`src/rtl/display_pkg.sv`:
```
// Shared constants and helpers for the multiplexed 7-segment display scanner.
//   DIGIT_ZERO : digit value treated as a leading zero
//   PWM_LEVELS : number of brightness steps per digit slot
//   digit_w()  : index width needed to address n items
package display_pkg;

    localparam int unsigned DIGIT_ZERO = 0;
    localparam int unsigned PWM_LEVELS = 16;

    function automatic int unsigned digit_w(input int unsigned n);
        return $clog2(n);
    endfunction

endpackage

```
`src/rtl/scan_timer.sv`:
```
// Slot/frame timebase for the display scanner.
// Outputs describe the position the scan will occupy after the coming clock edge so the
// caller can register its outputs in lockstep with the timer.
//   clk        : system clock
//   reset      : synchronous active-high reset; arms the start-of-scan pending state
//   cnt_next   : prescaler value for the next cycle (0..REFRESH_DIV-1)
//   digit_next : digit index for the next cycle (0..NDIGITS-1)
//   slot_wrap  : next cycle is the first cycle of a digit slot
//   frame_wrap : next cycle is the first cycle of a frame (digit 0)
module scan_timer
    import display_pkg::*;
#(
    parameter int unsigned REFRESH_DIV = 1600,
    parameter int unsigned NDIGITS     = 4
) (
    input  logic                             clk,
    input  logic                             reset,
    output logic [$clog2(REFRESH_DIV)-1:0]   cnt_next,
    output logic [digit_w(NDIGITS)-1:0]      digit_next,
    output logic                             slot_wrap,
    output logic                             frame_wrap
);

    localparam int unsigned CW   = $clog2(REFRESH_DIV);
    localparam int unsigned DIGW = digit_w(NDIGITS);

    logic [CW-1:0]   cnt_q;
    logic [DIGW-1:0] digit_q;
    logic            pending_q;

    always_comb begin
        cnt_next   = cnt_q + CW'(1);
        digit_next = digit_q;
        slot_wrap  = 1'b0;
        frame_wrap = 1'b0;
        if (pending_q) begin
            // First edge out of reset starts a fresh frame at digit 0, cnt 0.
            cnt_next   = '0;
            digit_next = '0;
            slot_wrap  = 1'b1;
            frame_wrap = 1'b1;
        end else if (cnt_q == CW'(REFRESH_DIV - 1)) begin
            cnt_next  = '0;
            slot_wrap = 1'b1;
            if (digit_q == DIGW'(NDIGITS - 1)) begin
                digit_next = '0;
                frame_wrap = 1'b1;
            end else begin
                digit_next = digit_q + DIGW'(1);
            end
        end
    end

    always_ff @(posedge clk) begin
        if (reset) begin
            cnt_q     <= '0;
            digit_q   <= '0;
            pending_q <= 1'b1;
        end else begin
            cnt_q     <= cnt_next;
            digit_q   <= digit_next;
            pending_q <= 1'b0;
        end
    end

endmodule

```
`src/rtl/display_scanner.sv`:
```
// Time-multiplexed N-digit 7-segment scanner: per-frame snapshot of the digit values,
// leading-zero blanking, decimal point placement and PWM brightness on the digit enable.
//   clk         : system clock
//   reset       : synchronous active-high reset
//   nums        : packed digit values, digit i at nums[i*DW +: DW], digit 0 rightmost
//   dp_sel      : digit showing the decimal point; NDIGITS means none
//   lz_en       : leading-zero blanking enable
//   bright      : brightness 0..15 (duty (bright+1)/16)
//   digit       : active digit index
//   num         : active digit value from the snapshot
//   decimal     : decimal point for the active digit
//   digit_en    : PWM'd drive enable, low for blanked digits
//   frame_start : one-cycle pulse in the first cycle of each frame
module display_scanner
    import display_pkg::*;
#(
    parameter int unsigned NDIGITS     = 4,
    parameter int unsigned REFRESH_DIV = 1600,
    parameter int unsigned DW          = 4
) (
    input  logic                              clk,
    input  logic                              reset,
    input  logic [NDIGITS*DW-1:0]             nums,
    input  logic [digit_w(NDIGITS+1)-1:0]     dp_sel,
    input  logic                              lz_en,
    input  logic [3:0]                        bright,
    output logic [digit_w(NDIGITS)-1:0]       digit,
    output logic [DW-1:0]                     num,
    output logic                              decimal,
    output logic                              digit_en,
    output logic                              frame_start
);

    localparam int unsigned DIGW = digit_w(NDIGITS);
    localparam int unsigned DPW  = digit_w(NDIGITS + 1);
    localparam int unsigned CNTW = $clog2(REFRESH_DIV);
    localparam int unsigned THW  = $clog2(REFRESH_DIV + 1);
    localparam int unsigned STEP = REFRESH_DIV / PWM_LEVELS;

    logic [CNTW-1:0] cnt_next;
    logic [DIGW-1:0] digit_next;
    logic            slot_wrap;
    logic            frame_wrap;

    scan_timer #(
        .REFRESH_DIV (REFRESH_DIV),
        .NDIGITS     (NDIGITS)
    ) u_timer (
        .clk        (clk),
        .reset      (reset),
        .cnt_next   (cnt_next),
        .digit_next (digit_next),
        .slot_wrap  (slot_wrap),
        .frame_wrap (frame_wrap)
    );

    // Shadow copies of the inputs; only these drive the outputs within a frame.
    logic [NDIGITS*DW-1:0] sh_nums;
    logic [DPW-1:0]        sh_dp;
    logic                  sh_lz;
    logic [3:0]            sh_bright;

    // On the capture edge the fresh inputs are used directly so the snapshot is already
    // visible in the frame_start cycle.
    logic [NDIGITS*DW-1:0] eff_nums;
    logic [DPW-1:0]        eff_dp;
    logic                  eff_lz;
    logic [3:0]            eff_bright;

    assign eff_nums   = frame_wrap ? nums   : sh_nums;
    assign eff_dp     = frame_wrap ? dp_sel : sh_dp;
    assign eff_lz     = frame_wrap ? lz_en  : sh_lz;
    assign eff_bright = frame_wrap ? bright : sh_bright;

    logic [NDIGITS-1:0] blank_vec;

    always_comb begin
        logic above_zero;
        above_zero = 1'b1;
        blank_vec  = '0;
        // Walk from the most significant digit down; a digit is a leading zero only while
        // every digit above it (and itself) is zero. Digit 0 and the dp digit and below
        // always stay lit.
        for (int i = NDIGITS - 1; i >= 0; i--) begin
            above_zero   = above_zero && (eff_nums[i*DW +: DW] == DW'(DIGIT_ZERO));
            blank_vec[i] = eff_lz && above_zero && (i > 0) &&
                           ((int'(eff_dp) >= int'(NDIGITS)) || (i > int'(eff_dp)));
        end
    end

    logic [THW-1:0] pwm_thresh;
    logic [DW-1:0]  num_d;
    logic           decimal_d;
    logic           digit_en_d;

    assign pwm_thresh = THW'((32'(eff_bright) + 32'd1) * STEP);
    assign num_d      = eff_nums[digit_next*DW +: DW];
    assign decimal_d  = (eff_dp == DPW'(digit_next));
    assign digit_en_d = !blank_vec[digit_next] && (THW'(cnt_next) < pwm_thresh);

    always_ff @(posedge clk) begin
        if (reset) begin
            sh_nums     <= '0;
            sh_dp       <= DPW'(NDIGITS);
            sh_lz       <= 1'b0;
            sh_bright   <= '0;
            digit       <= '0;
            num         <= '0;
            decimal     <= 1'b0;
            digit_en    <= 1'b0;
            frame_start <= 1'b0;
        end else begin
            if (frame_wrap) begin
                sh_nums   <= nums;
                sh_dp     <= dp_sel;
                sh_lz     <= lz_en;
                sh_bright <= bright;
            end
            if (slot_wrap) begin
                digit   <= digit_next;
                num     <= num_d;
                decimal <= decimal_d;
            end
            digit_en    <= digit_en_d;
            frame_start <= frame_wrap;
        end
    end

endmodule
```
`config.mk`:
```
export PLATFORM = sky130hd
export DESIGN_NAME = display_scanner
export DESIGN_NICKNAME = d
export VERILOG_FILES = /design/src/rtl/display_pkg.sv /design/src/rtl/scan_timer.sv /design/src/rtl/display_scanner.sv
export SDC_FILE = /design/constraint.sdc
export NUM_CORES = 1
export LEC_CHECK = 0
export CAP_MARGIN = 15
export CORE_UTILIZATION = 35
export DETAILED_ROUTE_END_ITERATION = 6
export PLACE_DENSITY = 0.66
export SKIP_CTS_REPAIR_TIMING = 1
export SLEW_MARGIN = 20
export SYNTH_ARGS = -nofsm -noshare
export SYNTH_HDL_FRONTEND = slang
export SYNTH_HIERARCHICAL = 1
export SYNTH_SLANG_ARGS = --single-unit
export TNS_END_PERCENT = 20
```
`constraint.sdc`:
```
create_clock -name clk -period 6.1 [get_ports clk]
set_clock_uncertainty 0.05 [all_clocks]
set_input_delay 0.61 -clock clk [delete_from_list [all_inputs] [get_ports clk]]
set_output_delay 0.61 -clock clk [all_outputs]
set_load 0.02 [all_outputs]
```
Yosys cells after proc, flatten, opt, wreduce, memory -nomap -nowiden
Index checks and enable logic that the tools add are counted.

Register bits after elaboration: 47. Input bits: 26. Word-level logic and storage cells: 59.

Shift operators: 1. Muxes and demuxes: 17. Multipliers: 1. Add/sub/neg operators: 3. Reductions and logical operators: 16. $lt $le $gt $ge: 6. Equal/unequal tests: 3.

Operators by type and width (count): $mux 11 (2); $mux 16 (1); $shiftx 16x5->4 (1); $logic_not 4->1 (3); $add 11x1->11 const B (1); $eq 11x11->1 const B (1); $lt 11x11->1 (1); $logic_and 1x1->1 (9); $mul 5x5->9 const B (1); $mux 1 (8); $gt 2x3->1 const A (2); $mux 2 (3); $add 4x1->5 const B (1); $mux 4 (1); $eq 3x2->1 (1); $ge 3x3->1 const B (1); $gt 1x3->1 const A (1); $logic_or 1x1->1 (3); $lt 2x3->1 const B (1); $mux 3 (1); $add 2x1->2 const B (1); $bmux 1 s2 (1); $eq 2x2->1 const B (1); $logic_not 1->1 (1).

Logic depth before layout (Yosys ltp)
Gate-level depths: netlist (run 1).

Word-level depth: 14. Depth in mapped cells: 23. Gate-level depth less buffers: 21.

By module
Netlist (run 1), hierarchy kept.

Modules (own cells, without submodules): display_scanner (area each 1985.7 µm², cells an instance 208, times used 1); scan_timer (area each 779.5 µm², cells an instance 89, times used 1).

Least setup slack after synthesis (run 1)
No wires, ideal clock.

Path type: register to register. Start: register u_timer.cnt_q[0]. End: register digit_en. Period minus slack after synthesis: 4720 ps. Arrival time: 4608 ps. Cell stages (with the launch flop): 24. Slack: 1380 ps. Library setup time: 61 ps. Cell sequence: dfxtp_1 -> ha_1 -> and2_1 -> a41o_1 -> buf_6 -> mux2i_1 -> inv_1 -> ha_1 -> buf_4 -> nor2_1 -> nor2_1 -> nand2_1 -> o21ai_0 -> ha_1 -> ha_1 -> ha_1 -> a31oi_1 -> xnor2_1 -> xnor2_1 -> ha_1 -> nand4_1 -> nor2_1 -> a2111oi_0 -> and4b_1.

RTL lines: start: declaration (RTL line scan_timer.sv:27) `logic [CW-1:0] cnt_q;`; start signal: assignment (RTL line scan_timer.sv:60) `cnt_q <= cnt_next;`; $eq 11x11->1 (RTL line scan_timer.sv:42) `end else if (cnt_q == CW'(REFRESH_DIV - 1)) begin`; $mux 1 (RTL line scan_timer.sv:42); $mux 1 (RTL line scan_timer.sv:36) `if (pending_q) begin`; net frame_wrap (RTL line display_scanner.sv:43) `logic frame_wrap;`; $mux 4; net eff_bright[1] (RTL line display_scanner.sv:68) `logic [3:0] eff_bright;`; $add 4x1->5 (RTL line display_scanner.sv:96) `assign pwm_thresh = THW'((32'(eff_bright) + 32'd1) * STEP);`; $mul 5x5->9 (RTL line display_scanner.sv:96); $lt 11x11->1 (RTL line display_scanner.sv:99) `assign digit_en_d = !blank_vec[digit_next] && (THW'(cnt_next) < pwm_thresh);`; $logic_and 1x1->1 (RTL line display_scanner.sv:99); end signal: assignment (RTL line display_scanner.sv:124) `digit_en <= digit_en_d;`; end: declaration (RTL line display_scanner.sv:30) `output logic digit_en,`.

The timed path passes the listed nets, and every way through them passes these cells. The select of a mux whose other input is x is not followed. A chain may end at the register's enable or synchronous reset.

Worst setup path in the final report (run 1)
Start: register u_timer.cnt_q[0]. End: register digit_en.

Cells in the longest elaborated chain, start to end: 13.

RTL lines (RTL line): $eq 11x11->1 * (scan_timer.sv:42); $mux 1 * (scan_timer.sv:42); $mux 1 * (scan_timer.sv:36); net frame_wrap (display_scanner.sv:43); parallel branches: the longest is 9 deep, another holds $lt 11x11->1; $logic_and 1x1->1 * (display_scanner.sv:99).

Mark *: on every way through the listed nets, which the timed path passes. The select of a mux whose other input is x is not followed.

==> metrics.cfg, run 1 <==
[critical_path]
cp.arrival_ps=5310
r2r_slack_ps=980
crit_path_start_kind=register
crit_type=register to register
worstPathRequired_ps=6290
cp-end-kind=register
cp_max_fo=28

[timing]
finalHoldViolations=0
maxSlewHeadroom_pct=43.1
tightest_slew_ps=854
finalCriticalPeriod_ps=5120
rsz0062_at_grt=false
post-route-period-util_pct=83.9
slew_violations=0
worst_slack_ps=981
fmax_ghz=0.195
setup_viol=0
fin_tns_setup_ps=0

[layout]
fin_cells=427
area_growth_pct=17.6
most-common-layout-cells=nor2_1 (51), dfxtp_1 (47), clkdlybuf4s50_1 (34), ha_1 (20), mux2i_1 (19)
layout-drive-gt1-share_pct=10.2
layout_commonest_cell=nor2_1
finalNetCount=371
fin_util_pct=42.2
n_antenna_cell=0

[placement]
gp_congestion=0.774
dp.cells=419
port-buffer-count=34
place_hpwl_mm=4.52
pre_cts_ws_ps=985

[power]
power_leakage_uw=0.00125
ir_drop_v=0.000103
power_density_mw_per_mm2=209
p_total_uw=677

[clocking]
cts_tree=built
cts_buffers=5
clkTransAtPathRegs_ps=90
clk_path_buf_depth=2
clkSinkCount=47
cts_htree_levels=2
root_buffer=clkbuf_8
clk-insertion-delay-late_ps=310

[floorplan]
die_h_um=90.8
rows=32
die_area_mm2=0.00824
coreArea_mm2=0.00769
initial_core_util_pct=35.9
fp.dieW_um=90.8
io_pins=35

[routing]
viasPerCell=5.10
ant_nets=0
routed_wl_mm=5.85
firstDrtPassIters=4
vias=2176
drtIter0Drc=113
wl_per_cell_um=13.7
route.detailed.drc=0

[yosys]
syn_avg_cell_area_um2=9.35
synth_cells=295
netlist_area_mm2=0.00276
syn_nets=342
ys_warn_count=6

[outcome]
outcome=finished, final reports clean

[global_routing]
antenna_found_initial=0
grt_pass1_wl_mm=10.2
grtUsageTotal_pct=15.5
grt-ovfl-total=0
grt_max_degree=37
first_global_vias=2198

[job]
timing.max_cap.violations=0

[hold_path]
hp-class=register to register

report_power, final:
part           switching (µW)  internal (µW)
Combinational            75.5           69.6
Clock                     112           92.7
Sequential               7.28            320
Total                     195            482
state kept, by name (all words and copies together), names as in the netlist:
signal	cells
decimal	1
digit	2
digit_en	1
frame_start	1
num	4
sh_bright	4
sh_dp	3
sh_lz	1
sh_nums	16
u_timer/cnt_q	11
u_timer/digit_q	2
u_timer/pending_q	1
routing by layer:
metal | wire, µm | vias up | share of wire, % | track usage [%]
met4 | 114 | 0 | 1.9 | 5.11
met1 | 2720 | 1022 | 46 | 19.2
met3 | 166 | 9 | 2.8 | 2.61
li1 | - | 1108 | - | -
met5 | 0 | - | 0 | 0
met2 | 2850 | 37 | 49 | 27.0
stage by stage:
stage / instance area (µm²) / hold WS, ps
after floorplan: 2760 / 401
after global placement: 3140 / 416
after detailed placement: 3140 / 429
after CTS: 3240 / 450
after global routing: 3240 / 476
final: 3240 / 446
path summary, 6_finish.rpt:
| kind | start | to | depth (start not counted) |
|---|---|---|---|
| min | u_timer/digit_q[1]$_SDFF_PP0_ | u_timer/digit_q[1]$_SDFF_PP0_ | 2 |
| min reg2reg | u_timer/digit_q[1]$_SDFF_PP0_ | u_timer/digit_q[1]$_SDFF_PP0_ | 2 |
| max | u_timer/cnt_q[0]$_SDFF_PP0_ | digit_en$_SDFF_PP0_ | 18 |
| max reg2reg | u_timer/cnt_q[0]$_SDFF_PP0_ | digit_en$_SDFF_PP0_ | 18 |
worst max-delay path: stages (launching register included):
cell and delay, ps:
dfxtp_1 420, ha_1 300, and2_1 240, a41o_1 310, buf_4 410, mux2i_2 540
xor2_1 130, o31ai_1 220, ha_1 280, ha_1 310, ha_1 320, a31oi_1 210
xnor2_1 160, xnor2_1 140, ha_1 260, nand4_1 120, nor2_1 60, a2111oi_0 350
and4b_1 230
final cells by class:
class	count	area [µm²]
Clock buffer	6	82.6
Clock inverter	2	16.3
Inverter	15	56.3
Sequential cell	47	941
Multi-Input combinational cell	219	1660
Fill cell	789	4440
Tap cell	102	128
Timing Repair Buffer	36	355
Power figures use the tool's default switching activity.
==> inputs of run 2 (changes only) <==
==> constraint.sdc (replaced) <==
create_clock -name clk -period 4.9 [get_ports clk]
set_clock_uncertainty 0.05 [all_clocks]
set_input_delay 0.49 -clock clk [delete_from_list [all_inputs] [get_ports clk]]
set_output_delay 0.49 -clock clk [all_outputs]
set_load 0.02 [all_outputs]
==> run 2 against run 1 <==
  * Sequential share of layout area is 0.85 points lower
  * Non-clock buffer count rose by 6
  * Count of clock-buffer cells in the layout is the same
  * Die area is the same
  * Via count up 4.1%
  * Hold slack improved by 1.9 ps
  * Total power increased by 34%
  * Cell count is 1.4% higher
==> metrics.cfg, run 2 (synthesized netlist as in run 1, its figures left out) <==
[timing]
setup_viol=0  ; unchanged
finalCriticalPeriod_ps=4510  ; -604 ps
fmax_ghz=0.222  ; +13%
tightest_slew_ps=894  ; +39.4 ps
maxSlewHeadroom_pct=40.4  ; -2.6 points
fin_tns_setup_ps=0  ; unchanged
post-route-period-util_pct=92.1  ; +8.2 points
slew_violations=0  ; unchanged
finalHoldViolations=0  ; unchanged

[critical_path]
cp_max_fo=7  ; -75%
crit_path_start_kind=register
crit_top_cell=ha_1
cp-end-kind=register
crit_type=register to register
crit_family=adder cells
crit_slowest_cell=dfxtp_2
critical_path_buf_inv_count=1  ; unchanged
cp.arrival_ps=4710  ; -600 ps
slowest_delay_ps=410  ; -130 ps
crit_chain=ha_4, and2_2, a41o_1, mux2i_2, inv_2, ha_2, nor2_1, nor2_1, o21ai_0, ha_1, ha_1, ha_1, a31oi_1, xnor2_1, xnor2_1, ha_1, nand4_1, nor2_1, a2111oi_2, and4b_1
worstPathRequired_ps=5090  ; -1200 ps

[clocking]
clkSinkCount=47  ; unchanged
cts_tree=built
cts_htree_levels=2  ; unchanged
cts_buffers=5  ; unchanged
clkTransAtPathRegs_ps=90  ; about the same
clk-insertion-delay-late_ps=290  ; -20 ps
clk_path_buf_depth=2  ; unchanged
root_buffer=clkbuf_8

[floorplan]
fp.dieW_um=90.8  ; unchanged
rows=32  ; unchanged
die_area_mm2=0.00824  ; unchanged
io_pins=35  ; unchanged
die_h_um=90.8  ; unchanged
coreArea_mm2=0.00769  ; unchanged
initial_core_util_pct=35.9  ; unchanged

[layout]
multi_input_area_mm2=0.00170  ; +2.4%
fin_util_pct=43.6  ; +1.4 points
filler_cell_count=781  ; -1.0%
design_area_mm2=0.00335  ; +3.4%
layout_commonest_cell=nor2_1
regMostFlops=sh_nums
largest_registers=sh_nums x16, u_timer/cnt_q x11
n_antenna_cell=0  ; unchanged
most-common-layout-cells=nor2_1 (51), dfxtp_1 (44), clkdlybuf4s50_1 (34), mux2i_1 (18), ha_1 (18)
regArea_um2=945  ; +0.40%
largest_reg_flops=16  ; unchanged
area_growth_pct=21.6
layout-drive-gt1-share_pct=13.9  ; +3.7 points
finalNetCount=377  ; +1.6%

[routing]
viasPerCell=5.23  ; +2.7%
ant_nets=0  ; unchanged
wl_per_cell_um=14.6  ; +6.3%
firstDrtPassIters=4  ; unchanged
drtIter0Drc=114  ; +0.88%
routed_wl_mm=6.31  ; +7.8%
route.detailed.drc=0  ; unchanged
vias=2266  ; +4.1%

[global_routing]
grt_max_degree=37  ; unchanged
grtUsageTotal_pct=16.3  ; +0.82 points
grt-ovfl-total=0  ; unchanged
antenna_found_initial=0  ; unchanged
first_global_vias=2326  ; +5.8%
grt_pass1_wl_mm=10.9  ; +7.1%

[power]
power_density_mw_per_mm2=270  ; +29%
power_leakage_uw=0.00130  ; +3.4%
ir_drop_v=0.000159  ; +54%

[outcome]
outcome=finished, final reports clean

[hold_path]
hp-class=register to register

[placement]
gp_congestion=0.825  ; +6.6%
port-buffer-count=34  ; unchanged
place_area_mm2=0.00319  ; +1.4%
place_hpwl_mm=4.70  ; +4.0%

[job]
timing.max_cap.violations=0  ; unchanged

-- run 2: changes by cell type in the layout (fill, tap and decap cells not counted), sizes merged --
cell / change
buf: +6
inv: +1
bufinv: +1
clkinvlp: -1
clkinv: -1
-- run 2: worst paths after layout --
check                                 from                       endpoint  slack [ps]  depth (start not counted)
min reg2reg  u_timer/digit_q[1]$_SDFF_PP0_  u_timer/digit_q[1]$_SDFF_PP0_         450                          2
max            u_timer/cnt_q[0]$_SDFF_PP0_            digit_en$_SDFF_PP0_         390                         20
max reg2reg    u_timer/cnt_q[0]$_SDFF_PP0_            digit_en$_SDFF_PP0_         390                         20
min          u_timer/digit_q[1]$_SDFF_PP0_  u_timer/digit_q[1]$_SDFF_PP0_         450                          2
-- run 2: where the power goes --
| group | total [µW] | internal (µW) | switching [µW] | leakage [µW] |
|---|---|---|---|---|
| combinational | 191 | 92.2 | 99.0 | 0.000846 |
| sequential | 409 | 399 | 10.0 | 0.000387 |
| clock | 305 | 168 | 137 | 0.0000618 |
-- run 2: cell type report --
class                      count  share of cell area, %
tap                          102                   3.80
multi-input combinational    219                   50.8
clock inverter                 2                   1.16
timing repair buffer          42                   11.9
inverter                      15                   1.68
sequential                    47                   28.2
clock buffer                   6                   2.46
-- run 2: stage by stage --
stage          hold slack (ps)  std cells  power [µW]  setup WS (ps)
2_1_floorplan              401        295         542            202
4_1_cts                    448        433         913           8.19
3_3_place_gp               416        425         596            318
3_5_place_dp               433        425         606           50.3
6_report                   448        433         905            386
5_1_grt                    484        433         957          -16.3
-- run 2: worst reg2reg max path: stages (launching register included) --
cell and delay [ps]:
dfxtp_2 410, ha_4 180, and2_2 190, a41o_1 260
mux2i_2 280, inv_2 80, ha_2 240, nor2_1 110
nor2_1 40, o21ai_0 220, ha_1 290, ha_1 300
ha_1 330, a31oi_1 220, xnor2_1 160, xnor2_1 140
ha_1 270, nand4_1 100, nor2_1 70, a2111oi_2 320
and4b_1 220
-- run 2: per-layer routing --
layer  up-vias  GRT usage (%)  wire, µm
li1       1123              -         -
met3        10           2.86       226
met5         -              0         0
met4         0           6.32       115
met1      1081           19.8      2770
met2        52           28.3      3190
